--- src/rtl/snoop_responder.sv ---
// rtl/snoop_responder.sv - MESI snoop responder: tag lookup, block supply, state downgrade
//
// Purpose: services one bus snoop at a time against the L1 tag/state/data arrays.
// A snoop is accepted in IDLE, the tags of the addressed set are compared the next
// cycle, an E/M block is read out of the data array when this cache owns it, and the
// response is held until the bus controller drops snoop_valid. The line is then
// invalidated (snoop_inv) or downgraded from E/M to S with a single state write.
//
// Ports:
//   CLK, nRST                       clock (rising edge), asynchronous active-low reset
//   snoop_valid/addr/inv            snoop request from the bus controller (held until done)
//   snoop_done/hit/present/dirty    response flags, valid while snoop_done is high
//   snoop_data                      block supplied on an E/M match
//   busy                            responder owns the arrays (not IDLE)
//   tag_rd_en/idx, tag_rd_tag/state tag+state array read, data one cycle after the strobe
//   data_rd_en/idx/way, data_rd_data data array read, data one cycle after the strobe
//   state_wr_en/idx/way/state       single-cycle state array write
module snoop_responder #(
  parameter int BLOCK_SIZE = 2,
  parameter int SETS       = 16,
  parameter int ASSOC      = 2,
  localparam int OFF  = 2 + $clog2(BLOCK_SIZE),
  localparam int IDX  = $clog2(SETS),
  localparam int TAG  = 32 - OFF - IDX,
  localparam int WAYW = (ASSOC > 1) ? $clog2(ASSOC) : 1,
  localparam int DW   = 32 * BLOCK_SIZE
) (
  input  logic              CLK,
  input  logic              nRST,
  input  logic              snoop_valid,
  input  logic [31:0]       snoop_addr,
  input  logic              snoop_inv,
  output logic              snoop_done,
  output logic              snoop_hit,
  output logic              snoop_present,
  output logic              snoop_dirty,
  output logic [DW-1:0]     snoop_data,
  output logic              busy,
  output logic              tag_rd_en,
  output logic [IDX-1:0]    tag_rd_idx,
  input  logic [ASSOC*TAG-1:0] tag_rd_tag,
  input  logic [ASSOC*2-1:0]   tag_rd_state,
  output logic              data_rd_en,
  output logic [IDX-1:0]    data_rd_idx,
  output logic [WAYW-1:0]   data_rd_way,
  input  logic [DW-1:0]     data_rd_data,
  output logic              state_wr_en,
  output logic [IDX-1:0]    state_wr_idx,
  output logic [WAYW-1:0]   state_wr_way,
  output logic [1:0]        state_wr_state
);

  localparam logic [1:0] MESI_I = 2'd0;
  localparam logic [1:0] MESI_S = 2'd1;
  localparam logic [1:0] MESI_M = 2'd3;

  typedef enum logic [2:0] {
    ST_IDLE,
    ST_COMPARE,
    ST_DATA,
    ST_RESPOND,
    ST_UPDATE
  } fsm_t;

  fsm_t state, next_state;

  // Latched snoop (block address only; offset bits carry no meaning here)
  logic [31-OFF:0]  addr_q;
  logic             inv_q;
  logic             hit_q;
  logic             present_q;
  logic             dirty_q;
  logic [WAYW-1:0]  way_q;
  logic [DW-1:0]    data_q;

  logic [IDX-1:0]   addr_idx;
  logic [TAG-1:0]   addr_tag;
  logic             unused_offset;

  assign addr_idx      = addr_q[IDX-1:0];
  assign addr_tag      = addr_q[31-OFF:IDX];
  assign unused_offset = ^snoop_addr[OFF-1:0];

  // Way compare; iterating downward leaves the lowest matching way selected.
  logic             match_found;
  logic [WAYW-1:0]  match_way;
  logic [1:0]       match_state;
  logic             match_em;

  always_comb begin
    match_found = 1'b0;
    match_way   = '0;
    match_state = MESI_I;
    for (int w = ASSOC - 1; w >= 0; w--) begin
      if (tag_rd_tag[w*TAG +: TAG] == addr_tag && tag_rd_state[w*2 +: 2] != MESI_I) begin
        match_found = 1'b1;
        match_way   = WAYW'(w);
        match_state = tag_rd_state[w*2 +: 2];
      end
    end
  end

  assign match_em = match_found && match_state[1];

  // A state write is needed when the line is present and must either be
  // invalidated or lose its exclusive ownership.
  logic need_update;
  assign need_update = present_q && (inv_q || hit_q);

  // State register
  always_ff @(posedge CLK or negedge nRST) begin
    if (!nRST) begin
      state <= ST_IDLE;
    end else begin
      state <= next_state;
    end
  end

  // Next-state logic
  always_comb begin
    next_state = state;
    case (state)
      ST_IDLE: begin
        if (snoop_valid) next_state = ST_COMPARE;
      end
      ST_COMPARE: begin
        if (!snoop_valid)  next_state = ST_IDLE;
        else if (match_em) next_state = ST_DATA;
        else               next_state = ST_RESPOND;
      end
      ST_DATA: begin
        if (!snoop_valid) next_state = ST_IDLE;
        else              next_state = ST_RESPOND;
      end
      ST_RESPOND: begin
        if (!snoop_valid) next_state = need_update ? ST_UPDATE : ST_IDLE;
      end
      ST_UPDATE: next_state = ST_IDLE;
      default:   next_state = ST_IDLE;
    endcase
  end

  // Datapath registers
  always_ff @(posedge CLK or negedge nRST) begin
    if (!nRST) begin
      addr_q    <= '0;
      inv_q     <= 1'b0;
      hit_q     <= 1'b0;
      present_q <= 1'b0;
      dirty_q   <= 1'b0;
      way_q     <= '0;
      data_q    <= '0;
    end else begin
      case (state)
        ST_IDLE: begin
          if (snoop_valid) begin
            addr_q    <= snoop_addr[31:OFF];
            inv_q     <= snoop_inv;
            hit_q     <= 1'b0;
            present_q <= 1'b0;
            dirty_q   <= 1'b0;
            way_q     <= '0;
            data_q    <= '0;
          end
        end
        ST_COMPARE: begin
          if (snoop_valid) begin
            hit_q     <= match_em;
            present_q <= match_found;
            dirty_q   <= match_found && (match_state == MESI_M);
            way_q     <= match_way;
          end
        end
        ST_DATA: begin
          if (snoop_valid) data_q <= data_rd_data;
        end
        default: ;
      endcase
    end
  end

  // Outputs
  always_comb begin
    busy           = (state != ST_IDLE);
    // Gated by nRST so the combinational accept path is also quiet during reset.
    tag_rd_en      = (state == ST_IDLE) && snoop_valid && nRST;
    tag_rd_idx     = tag_rd_en ? snoop_addr[OFF+IDX-1:OFF] : addr_idx;
    data_rd_en     = (state == ST_COMPARE) && snoop_valid && match_em;
    data_rd_idx    = addr_idx;
    data_rd_way    = data_rd_en ? match_way : way_q;
    state_wr_en    = (state == ST_UPDATE);
    state_wr_idx   = addr_idx;
    state_wr_way   = way_q;
    state_wr_state = (state == ST_UPDATE && !inv_q) ? MESI_S : MESI_I;
    snoop_done     = (state == ST_RESPOND);
    snoop_hit      = snoop_done && hit_q;
    snoop_present  = snoop_done && present_q;
    snoop_dirty    = snoop_done && dirty_q;
    snoop_data     = data_q;
  end

endmodule

--- config.mk ---
export PLATFORM = sky130hd
export DESIGN_NAME = snoop_responder
export DESIGN_NICKNAME = d
export VERILOG_FILES = /design/src/rtl/snoop_responder.sv
export SDC_FILE = /design/constraint.sdc
export NUM_CORES = 1
export LEC_CHECK = 0
export ABC_AREA = 0
export ABC_CLOCK_PERIOD_IN_PS = 2950
export CAP_MARGIN = 20
export CORE_MARGIN = 8
export CORE_UTILIZATION = 41
export CTS_BUF_LIST = sky130_fd_sc_hd__clkbuf_2
export CTS_CLUSTER_DIAMETER = 100
export DETAILED_ROUTE_END_ITERATION = 10
export GPL_TIMING_DRIVEN = 1
export PLACE_DENSITY = 0.84
export SYNTH_ARGS = -nofsm -noshare
export SYNTH_HDL_FRONTEND = slang
export SYNTH_SLANG_ARGS = --single-unit
export TNS_END_PERCENT = 100
--- constraint.sdc ---
create_clock -name CLK -period 2.95 [get_ports CLK]
set_input_delay 0.4425 -clock CLK [delete_from_list [all_inputs] [get_ports CLK]]
set_output_delay 0.4425 -clock CLK [all_outputs]
set_load 0.02 [all_outputs]
* Yosys cells after proc, flatten, opt, wreduce, memory -nomap -nowiden
Index checks and enable logic that the tools add are counted.
** Word-level totals
- Register bits after elaboration :: 101
- Bits of input ports :: 154
- Output and inout port bits :: 88
- Word-level logic and storage cells :: 71
** Cells by class
- Equality and inequality tests :: 11
- Multiplexer cells :: 27
- Reductions and logical operators :: 25
** Operators by type and width (count)
- 64-bit two-way mux :: 2
- 64-bit case mux with 2 select lines :: 1
- 25-bit equality test :: 2
- 1-bit logical AND :: 13
- 3-bit case mux with 4 select lines :: 1
- 1-bit two-way mux :: 11
- 3-bit two-way mux :: 3
- 2-bit two-way mux :: 4
- 2-bit != test (second input constant) :: 4
- 1-bit case mux with 2 select lines :: 4
- 2-bit nonzero test :: 4
- 3-bit by 2-bit equality test with 1-bit output (second input constant) :: 2
- 3-bit AND reduction :: 2
- 4-bit two-way mux :: 1
- 2-bit AND reduction :: 2
- 3-bit by 1-bit equality test with 1-bit output (second input constant) :: 1
- 3-bit equality test (second input constant) :: 1
- 3-bit zero test :: 1
- 3-bit nonzero test :: 1
- 2-bit equality test (second input constant) :: 1
- 1-bit zero test :: 1
- 1-bit logical OR :: 1

* Logic depth before layout (Yosys ltp)
- Word-level depth :: 8
- Mapped depth :: 7

* Worst setup path after synthesis
No wires, ideal clock.
- Path type :: input-to-output
- Start point :: input port tag_rd_tag[29]
- End point :: output port data_rd_en
- Arrival :: 2.098 ns
- Slack :: 0.409 ns
- Stages :: 5
- Path through :: xnor2_1 -> nand4_1 -> or4_4 -> or4_1 -> a21oi_1
** On the way
- Word-level cells in the longest chain between the ends :: 6
** RTL lines
- start, declared :: RTL line 41 : input logic [ASSOC*TAG-1:0] tag_rd_tag,
- 25-bit equality test (*) :: RTL line 95 : if (tag_rd_tag[w*TAG +: TAG] == addr_tag && tag_rd_state[w*2 +: 2] != MESI_I) begin
- 1-bit logical AND (*) :: RTL line 95
- 1-bit two-way mux / 2-bit two-way mux (equally long branches) (2 in series) :: RTL line 95
- 1-bit logical AND (*) :: RTL line 103 : assign match_em = match_found && match_state[1];
- 1-bit logical AND (*) :: RTL line 188 : data_rd_en = (state == ST_COMPARE) && snoop_valid && match_em;
- end, declared :: RTL line 43 : output logic data_rd_en,
Mark *: on every way between the ends. The rest lies on a longest branch, timed or not.

* Final worst setup path
- Start point :: register addr_q[12]
- End point :: output port data_rd_way
** On the way
- Word-level cells in the longest chain between the ends :: 7
** RTL lines
- start, declared :: RTL line 68 : logic [31-OFF:0] addr_q;
- start signal, assigned :: RTL line 157 : addr_q <= snoop_addr[31:OFF];
- 25-bit equality test :: RTL line 95
- 1-bit logical AND :: RTL line 95
- 1-bit two-way mux / 2-bit two-way mux (equally long branches) (2 in series) :: RTL line 95
- 1-bit logical AND :: RTL line 103
- 1-bit logical AND :: RTL line 188
- 1-bit two-way mux (*) :: RTL line 190 : data_rd_way = data_rd_en ? match_way : way_q;
- end, declared :: RTL line 45 : output logic [WAYW-1:0] data_rd_way,
Marks and branches as above.

==> results_dict.tcl <==
set metrics [dict create \
    outcome "finished with violations" \
    violations "negative setup slack" \
    drtPass1Iterations 5 \
    ys_seq_area_frac 0.536 \
    cp-endpoint "data_rd_way" \
    gp_congestion 0.944 \
    synth.top_cells.by_count "138 x nand2_1, 101 x dfrtp_1, 69 x o21ai_0" \
    syn_area_um2 4710 \
    worstReg2RegEnd "state[0]" \
    num_rows 39 \
    worstPathArrival_ns 2.66 \
    synthAdderAreaFrac 0 \
    synth_top_area_frac 0.536 \
    min_period_over_period 1.05 \
    grt_pass1_vias 4638 \
    hold_slack_ns 0.390 \
    synth_cell_types 32 \
    p_leak_nw 3.16 \
    r2r_start "addr_q[12]" \
    clk_pin_slew_worst_paths_ns 0.25 \
    finalHoldViolCount 0 \
    power_density_nw_per_um2 458 \
    ir_drop_v 0.000278 \
    synth-xor-area-share 0.0929 \
    drv_slew 0 \
    tightest_slew_ns 0.712 \
    async_flop_share 1.00 \
    fin_crit_ns 3.10 \
    multiInputGateArea_um2 2050 \
    finish.net_count 878 \
    regArea_um2 2530 \
    via_per_inst 4.94 \
    crit_family "simple AND/OR/NAND/NOR gates" \
    synth_most_common_cell "nand2_1" \
    yosysWarningCount 0 \
    dr_total_vias 4309 \
    synth_top_area_cell "dfrtp_1" \
    slowest_stage "or4_4" \
    synth_top_cells_by_area "dfrtp_1 54%, nand2_1 11%, mux2_2 8.1%, o21ai_0 7.3%, xnor2_1 4.6%" \
    cp_common_cell "a21oi_1" \
    area_growth_pct 59.0 \
    die_x_um 123 \
    rrSetupSlack_ns 0.67 \
    post-place-ws_ns -0.581 \
    grt_pass1_wl_um 24100 \
    path_class "flop to output pin" \
    grt_max_degree 73 \
    hp-class "primary input to flop" \
    min_from "data_rd_data[11]" \
    syn_nets 633 \
    core-area_um2 11300 \
    dieArea_um2 15200 \
    clock_sinks 101 \
    synth.area.mux_share 0.0834 \
    antenna_found_initial 1 \
    crit_path_start_kind "flop" \
    finalClockSkew_ns 0.0275 \
    synth-main-ff-cell "dfrtp_1" \
    routedWlPerCell_um 18.1 \
    r2r_cells 8 \
    worstPathRequired_ns 2.51 \
    post-dp-hpwl_um 12700 \
    synth_compound_area_frac 0.0836 \
    die_height_um 123 \
    numPortBuffers 237 \
    top_usage_layer "met2" \
    cts_tree "yes" \
    crit_chain "xnor2_1 > nand4_1 > or4_4 > buf_6 > nor4b_4 > a21oi_1 > a21oi_1 > buf_4" \
    clkLatencyLatePin_ns 0.57 \
    cp_max_fo 3 \
    startpoint "addr_q[12]" \
    drt-total-wl_um 15800 \
    clk_path_buf_depth 2 \
    rsz0062_at_grt "true" \
    use_met2 0.338 \
    cts-buffers-inserted 9 \
    cp.depth 8 \
    setup_viol 2 \
    met1_usage 0.236 \
    cts.htree.levels 3 \
    layout-drive-gt1-share 0.130 \
    crit_path_max_incr_delay_ns 0.57 \
    clockRootBuffer "clkbuf_2" \
    synth_top_family_by_area "simple AND/OR/NAND/NOR gates" \
    synth-seq-cells 101 \
    overflow 0 \
    synthSimpleGateAreaFrac 0.165 \
    critical_path_buf_inv_count 2 \
    antenna_left 0 \
    synth-edff-count 0 \
    io_pins 242 \
    initial_utilization 0.416 \
    fmax_mhz 322 \
    grt_usage 0.207 \
    synth.avg_cell_area_um2 9.84 \
    drc 0 \
    met3_usage 0.0849 \
    fill_cells 901 \
    first_iter_violations 253 \
    maxCapViolCount 0 \
    syn_inst 479 \
    endpoint_kind "output pin" \
    slew_headroom 0.525 \
    fin_ws_ns -0.153 \
]
-- cells in the final DEF (no fill, tap or decap), types with 3 or more instances in the layout --
cell type	count
nand2_1	137
clkbuf_2	10
clkdlybuf4s50_1	229
and3_1	4
inv_1	3
nor2_1	5
o21ai_0	69
nor4_1	6
xor2_1	25
xnor2_1	24
dfrtp_1	99
dlygate4sd2_1	5
nand4_1	7
nand2b_1	3
mux2_2	34
buf_4	31
-- registers in the layout (all words and copies together) (netlist names) --
register      flops
state             3
snoop_data       64
present_q         1
inv_q             1
addr_q           29
dirty_q           1
hit_q             1
state_wr_way      1
-- how the worst min path moves through the flow --
stage                           endpoint  slack, ns  depth (start not counted)
final                     snoop_data[11]       0.39                          3
after CTS                 snoop_data[11]       0.32                          3
after floorplan                addr_q[0]       0.15                          0
after global placement    snoop_data[28]       0.46                          2
after global routing      snoop_data[23]       0.34                          3
after detailed placement  snoop_data[30]       0.47                          2
-- metal layers --
metal | share of wire | up-vias
met4 | 0.022 | 0
met2 | 0.46 | 215
met5 | 0 | -
met3 | 0.13 | 23
met1 | 0.39 | 2010
li1 | - | 2061
-- layout make-up --
class                           count  share of cell area
Timing Repair Buffer              269               0.350
Clock buffer                       10             0.00668
Inverter                            3             0.00150
Clock inverter                      5             0.00701
Sequential cell                   101               0.338
Tap cell                          143              0.0239
Multi-Input combinational cell    340               0.273
Antenna cell                        1            0.000334
-- per-stage QoR --
step	cell area (um^2)	util	instances	TNS (ns)	total power, mW
after floorplan	4710	-	479	0	2.20
after global placement	7310	0.645	850	-1.08	2.78
after detailed placement	7310	0.645	850	-1.11	2.82
after CTS	7480	0.661	871	-0.455	3.48
after global routing	7490	0.662	872	-0.588	3.63
final	7490	0.662	872	-0.263	3.43
-- repair_timing --
| item | 4_1_cts | 5_1_grt |
|---|---|---|
| setup endpoints to repair | 7 | 6 |
| buffers inserted | 5 | 0 |
| gates cloned | 0 | 0 |
| pin swaps | 8 | 1 |
| gates resized for setup | 23 | 2 |
| hold endpoints to repair | 46 | 0 |
| hold buffers | 1 | 0 |
-- tightest hold or removal path, delay by kind of cell --
family | cells | cell delay [ns]
buffers and inverters | 1 | 0.39
AOI/OAI and AO/OA | 1 | 0.06
and+or+nand+nor | 1 | 0.06
-- power breakdown --
group,total (mW),internal [mW],switching [mW]
Sequential,1.68,1.55,0.132
Clock,0.636,0.191,0.445
Combinational,1.12,0.621,0.499
-- cell families (layout without fill, tap and decap cells) --
family,count (synthesis),count (layout)
simple gates,178,178
flops,101,101
compound gates,76,76
xor+xnor,50,50
buf+inv,38,287
mux,35,35
other cells,1,2
Note: power is estimated with default switching activity, not from simulation.
